<file path="src/rtl/tick_rate_controller.sv">
// Run/pause/step timebase: one divider drives a one-cycle tick and a toggling clk_out; four power-of-two rates.
// Tick lands term+1 cycles after RUNNING entry or one cycle after an accepted step; no backpressure, rate changes wait for a period boundary.
module tick_rate_controller #(
  parameter int unsigned BASE_DIV = 49_999_999,
  parameter int unsigned CNT_W    = 26
) (
  input  logic       clk_in,
  input  logic       reset,
  input  logic       run,
  input  logic       step,
  input  logic       faster,
  input  logic       slower,
  output logic       tick,
  output logic       clk_out,
  output logic [1:0] level,
  output logic       running
);

  typedef enum logic [1:0] {
    PAUSED  = 2'd0,
    RUNNING = 2'd1,
    STEP    = 2'd2
  } state_t;

  localparam logic [CNT_W-1:0] TERM0 = CNT_W'(BASE_DIV);
  localparam logic [CNT_W-1:0] TERM1 = CNT_W'(((BASE_DIV + 1) >> 1) - 1);
  localparam logic [CNT_W-1:0] TERM2 = CNT_W'(((BASE_DIV + 1) >> 2) - 1);
  localparam logic [CNT_W-1:0] TERM3 = CNT_W'(((BASE_DIV + 1) >> 3) - 1);

  state_t           state;
  logic [CNT_W-1:0] counter;
  logic [CNT_W-1:0] term;
  logic [1:0]       pending;
  logic [1:0]       pending_nxt;
  logic             at_term;

  always_comb begin
    term = TERM0;
    case (level)
      2'd0:    term = TERM0;
      2'd1:    term = TERM1;
      2'd2:    term = TERM2;
      default: term = TERM3;
    endcase
  end

  // Simultaneous faster/slower cancel; both ends saturate.
  always_comb begin
    pending_nxt = pending;
    if (faster && !slower && pending != 2'd3)
      pending_nxt = pending + 2'd1;
    else if (slower && !faster && pending != 2'd0)
      pending_nxt = pending - 2'd1;
  end

  assign at_term = (counter == term);

  always_ff @(posedge clk_in or posedge reset) begin
    if (reset) begin
      state   <= PAUSED;
      counter <= '0;
      tick    <= 1'b0;
      clk_out <= 1'b0;
      level   <= 2'd0;
      pending <= 2'd0;
      running <= 1'b0;
    end else begin
      pending <= pending_nxt;
      tick    <= 1'b0;
      case (state)
        PAUSED: begin
          counter <= '0;
          level   <= pending;
          if (run) begin
            state   <= RUNNING;
            running <= 1'b1;
          end else if (step) begin
            tick    <= 1'b1;
            clk_out <= ~clk_out;
            state   <= STEP;
          end
        end
        RUNNING: begin
          // Pause wins over a terminal count on the same edge.
          if (!run) begin
            state   <= PAUSED;
            running <= 1'b0;
            counter <= '0;
          end else if (at_term) begin
            counter <= '0;
            tick    <= 1'b1;
            clk_out <= ~clk_out;
            level   <= pending;
          end else begin
            counter <= counter + CNT_W'(1);
          end
        end
        STEP: begin
          // Lockout: one full period must elapse before the next step is honoured.
          if (at_term) begin
            counter <= '0;
            state   <= PAUSED;
          end else begin
            counter <= counter + CNT_W'(1);
          end
        end
        default: begin
          state   <= PAUSED;
          running <= 1'b0;
          counter <= '0;
        end
      endcase
    end
  end

endmodule

</file>
<file path="config.mk">
export PLATFORM = sky130hd
export DESIGN_NAME = tick_rate_controller
export DESIGN_NICKNAME = d
export VERILOG_FILES = /design/src/rtl/tick_rate_controller.sv
export SDC_FILE = /design/constraint.sdc
export NUM_CORES = 1
export LEC_CHECK = 0
export ABC_AREA = 1
export CORE_ASPECT_RATIO = 1.75
export CORE_MARGIN = 3
export CORE_UTILIZATION = 35
export DETAILED_ROUTE_END_ITERATION = 7
export SLEW_MARGIN = 20
export SYNTH_ARGS = -nofsm -noshare
export SYNTH_HDL_FRONTEND = slang
export SYNTH_SLANG_ARGS = --single-unit
</file>
<file path="constraint.sdc">
create_clock -name clk_in -period 1.45 [get_ports clk_in]
set_input_delay 0.2175 -clock clk_in [delete_from_list [all_inputs] [get_ports clk_in]]
set_output_delay 0.2175 -clock clk_in [all_outputs]
set_load 0.01 [all_outputs]
</file>
Word-level counts from Yosys, hierarchy flattened
Cells that the tools add are included.

storage, ports and cells
  input port bits = 6
  latch bits = 0
  flip-flop bits (word level) = 35
  memories kept = 0
  output and inout bits = 5
  memory bits (writable) = 0
  memory bits (read-only) = 0

operators by class
  multiply operators = 0
  shifts and indexed selects = 0
  bitwise operators = 2
  order comparisons = 0
  add/sub/neg operators = 3
  divide/modulo/power cells = 0
  mux-type cells = 27
  reduce and logical (&&, ||, !) cells = 15
  equality and inequality tests = 14

operators with widths
  cell                   count
  $pmux 26 s3            1
  $mux 26                2
  $pmux 26 s2            1
  $add 26x1->26 const B  1
  $eq 26x26->1           1
  $mux 2                 8
  $ne 2x2->1 const B     8
  $mux 1                 10
  $reduce_and 3->1       3
  $pmux 2 s3             1
  $reduce_bool 2->1      3
  $reduce_and 5->1       1
  $eq 2x1->1 const B     2
  $eq 2x2->1 const B     2
  $logic_and 1x1->1      4
  $logic_not 2->1        2
  $pmux 1 s2             2
  $pmux 2 s2             1
  $ne 3x3->1 const B     1
  $pmux 1 s3             1
  $add 2x1->2 const B    1
  $logic_not 1->1        2
  $not 1->1              2
  $sub 2x1->2 const B    1

Logic depth before layout (Yosys ltp)
  word-level depth = 6
  depth in mapped cells = 14
  mapped depth without buffers = 13

Worst setup path before layout
OpenSTA, ideal clock, no wires.

  kind = register to register
  start point = register level[0]
  end point = register counter[6]
  setup slack = -0.118 ns
  stages on the path, launching flop included = 13
  data arrival time = 1.447 ns
  library setup time = 0.121 ns
  path through = dfrtp_1 > buf_6 > inv_8 > nand2_1 > nand2_1 > nand2_1 > nor2_1 > nand2_1 > nor2_2 > nand2_4 > nand2_4 > buf_6 > nor3b_2

on the way
  word-level cells in the longest chain between the ends = 6
  elaborated cells between the ends (all ways) = 8

RTL lines
  what                                      RTL line  RTL
  start, declared                           15        output logic [1:0] level,
  start signal, assigned                    73        level <= pending;
  start signal, assigned                    93        level <= pending;
  $eq 2x2->1, or another cell as far along  39        case (level)
  $pmux 26 s3 *                             39
  $eq 26x26->1 *                            56        assign at_term = (counter == term);
  $mux 26 *                                 89, 100
  $mux 26                                   85        if (!run) begin
  $pmux 26 s2 *                             70        case (state)
  end signal, assigned                      95        counter <= counter + CNT_W'(1);
  end signal, assigned                      104       counter <= counter + CNT_W'(1);
  end, declared                             31        logic [CNT_W-1:0] counter;

Mark *: on every way between the ends. The rest lies on a longest branch, timed or not.
A chain may end at the register's enable or synchronous reset.

Worst setup path after layout
  start point = register level[1]
  end point = register counter[16]

The elaborated chain is that of the path after synthesis.

==> results by group <==
Floorplan
  • DIE HEIGHT: around 110 µm
  • Ports: 11
  • Core area: 6280 µm²
  • Die Area: 7590 µm²
  • Starting Density: 36.5%
  • Die width: 67.2 µm
  • Rows: 38

Pwr
  • Pwr dens: 1120 nW/µm²
  • Worst VDD drop: ~1000 µV
  • Leakage: 1.66 nW
  • Clock group share of total power: roughly a fifth
  • Switch share: 39.2%
  • P_int: between 2 and 2.5 mW
  • Sw power: about 1.5 mW
  • Logic gate share of total power: 47.2%
  • Flop pwr share: between 30% and 40%

Synthesis
  • Register area share after synthesis: 38.2%
  • Yosys cell types: 31
  • Post-synth ARST share: 100%
  • Area share of the largest cell type after synthesis: 38.2%
  • Post-synth EDFFs: 0
  • Syn avg cell area: 7.01 µm²
  • Cell taking the most area after synthesis: dfrtp_1
  • Ys flop type: dfrtp_1
  • Mapped cell area: 2290 µm²
  • Synth warnings: 0
  • Mapped Nets: 337
  • Top cells by count, synth: nand2_1, nor2_1, inv_1, dfrtp_1, nand3_1
  • Synth area leaders: dfrtp_1, nand2_1, nor2_1
  • Flops & latches, synth: 35
  • Cell with the most instances after synthesis: nand2_1
  • Synth Instances: 327

Clocking
  • CTS buffer count: 5
  • H-tree Lvls: 2
  • TritonCTS clock tree: done
  • Worst-Skew Late Latency: 0.29 ns
  • Hold buffer count at cts: 0
  • # clock sinks: 35
  • Clock Root Buffer: clkbuf_8
  • Worst-path clk slew: 0.08 ns
  • Clk buf depth: 2

Critical path
  • Crit path launch type: flip-flop
  • CP Capture Type: flip-flop
  • CP top delay family: simple AND/OR/NAND/NOR gates
  • Highest fanout seen on the critical path: 8
  • WP data arrival: ~1.9 ns
  • Worst Path Required: 1.67 ns
  • Crit-path max cell delay: 0.51 ns
  • Buf/Inv on CP: 2
  • Most common cell on crit path: nand2_1
  • Critical path, cell by cell: buf_6, nand2_2, nand2_1, nand2_1, nand2_1, nand2_1, nor2_4, nand2_4, nand2_8, buf_12, nor3_2
  • Worst path slowest cell: dfrtp_2
  • CP Class: reg -> reg

STA
  • Unrepaired setup endpoints after global routing: true
  • Fin. Hold Viols: 0
  • Fin. max-slew vios: 0
  • Tightest Pin Transition: 0.382 ns
  • Final TNS setup: -6.29 ns
  • Fin crit period: 1.68 ns
  • Relative slew slack: 74.3%
  • Final cycle utilization of the critical path: 116%
  • Fmax: 595 MHz
  • Final setup viols: 33
  • Worst Clk Skew: 0.00889 ns
  • Final WS setup: -0.230 ns

Detailed routing
  • DR vias/cell: 4.71
  • Mean routed wirelength per cell: between 10 and 15 µm
  • Drt first-iter violations: 81
  • DRC viols: 0
  • Final wirelength: 6.84 mm
  • Antenna-violating nets left: 0
  • Via count: 2,394
  • DR pass1 iterations: 4

Global routing
  • Vias in the first global route: about 2,500
  • Grt total ovfl: 0
  • First-pass GRT wire length: 11.5 mm
  • Global Route Usage Sum: 20.2%
  • Largest net degree at the start of global routing: 36
  • Initial antenna violation count: 0

Worst hold path
  • Worst Hold Class: in -> async

Finish
  • Area grow syn2layout: 49.9%
  • Diode count: 0
  • Filler instances: approximately 630
  • Final #Nets: between 400 and 500
  • Fraction of layout cells with a size suffix above 1: between 30% and 40%

Run status
  • Run status: finished, violations left
  • Violated checks: setup timing

Placed design
  • Dpl ws: -0.354 ns
  • Detailed Place HPWL: 5.14 mm
  • IO buf count: 10
  • RePlAce Congestion: 0.909

Job
  • Max-cap check violation count: 0
[power groups by stage]
stage          clock network (mW)  logic [mW]  registers, mW
6_report                    0.774        1.82           1.27
4_1_cts                     0.784        1.61           1.25
2_1_floorplan                   0       0.871           1.28
3_3_place_gp                    0        1.52           1.26
5_1_grt                     0.817        2.02           1.29
3_5_place_dp                    0        1.53           1.26
[registers in the layout, indices dropped and copies added, names as in the netlist]
register,count
clk_out,1
counter,26
level,2
pending,2
running,1
state,2
tick,1
[cell families after synthesis]
group / after synthesis / synth area share, %
AOI/OAI and AO/OA: 20 / 4.86
xor gates and xnor gates: 9 / 3.44
DFF: 35 / 38.2
buffers and inverters: 53 / 10.0
and+or+nand+nor: 206 / 41.2
adders and majority gates: 4 / 2.18
[metal layers]
layer / up-vias / track usage, % / wire (µm)
li1: 1222 / - / -
met1: 1111 / 20.1 / 2500
met2: 40 / 39.3 / 3960
met3: 21 / 2.58 / 116
met4: 0 / 8.67 / 268
met5: - / 0 / 0
[path summary, 6_finish.rpt]
check	start	endpoint	slack, ns	depth (start not counted)
max	level[1]	counter[16]	-0.23	11
min	reset	pending[0]	0.26	3
max reg2reg	level[1]	counter[16]	-0.23	11
min reg2reg	clk_out	clk_out	0.48	2
max in group asynchronous	reset	counter[5]	0.97	3
min in group clk_in	clk_out	clk_out	0.48	2
[cells in the final DEF (no fill, tap or decap), drive strengths merged]
| master | netlist | final |
|---|---|---|
| nand2 | 96 | 97 |
| buf | 4 | 86 |
| nor2 | 62 | 62 |
| inv | 49 | 49 |
| dfrtp | 35 | 35 |
| nand3 | 24 | 24 |
| nor3 | 12 | 12 |
| o21ai | 9 | 9 |
| xor2 | 7 | 7 |
| clkdlybuf4s50 | 0 | 7 |
| clkbuf | 0 | 7 |
| nand4 | 5 | 5 |
| a21oi | 5 | 5 |
| ha | 4 | 4 |
| nor4 | 3 | 3 |
| o31ai | 2 | 2 |
| xnor2 | 2 | 2 |
| nor3b | 2 | 2 |
| o22ai | 2 | 2 |
| dlygate4sd2 | 0 | 2 |
| or2 | 1 | 1 |
| nand3b | 1 | 1 |
| o21a | 1 | 1 |
| a31oi | 1 | 1 |
| clkinv | 0 | 1 |
| dlymetal6s2s | 0 | 1 |
[layout make-up]
type	count	area, µm²	area share [%]
Inverter	49	194	5.65
Multi-Input combinational cell	240	1370	40.0
Timing Repair Buffer	96	797	23.2
Sequential cell	35	878	25.6
Tap cell	80	100	2.92
Clock inverter	1	5.00	0.146
Clock buffer	7	86.3	2.51
[worst min-delay path: stages]
cell	delay [ns]
clkdlybuf4s50_1	0.40
inv_1	0.09
buf_12	0.22
[what timing repair did]
item,in CTS,in global routing
hold endpoints to repair,0,0
pin swaps,8,20
setup endpoints to repair,34,35
resized for setup,16,36
gates cloned,1,0
setup buffers,3,5
[stage by stage]
| step | hold WS, ns | total power [mW] | utilization (%) | instance area (µm²) | instances |
|---|---|---|---|---|---|
| finish | 0.258 | 3.86 | 54.7 | 3430 | 508 |
| global placement | 0.477 | 2.78 | 49.1 | 3080 | 491 |
| global route | 0.313 | 4.13 | 54.7 | 3430 | 508 |
| detailed placement | 0.480 | 2.79 | 49.1 | 3080 | 491 |
| floorplan | 0.366 | 2.15 | - | 2310 | 327 |
| CTS | 0.286 | 3.64 | 52.0 | 3260 | 503 |
Power figures use the tool's default switching activity.
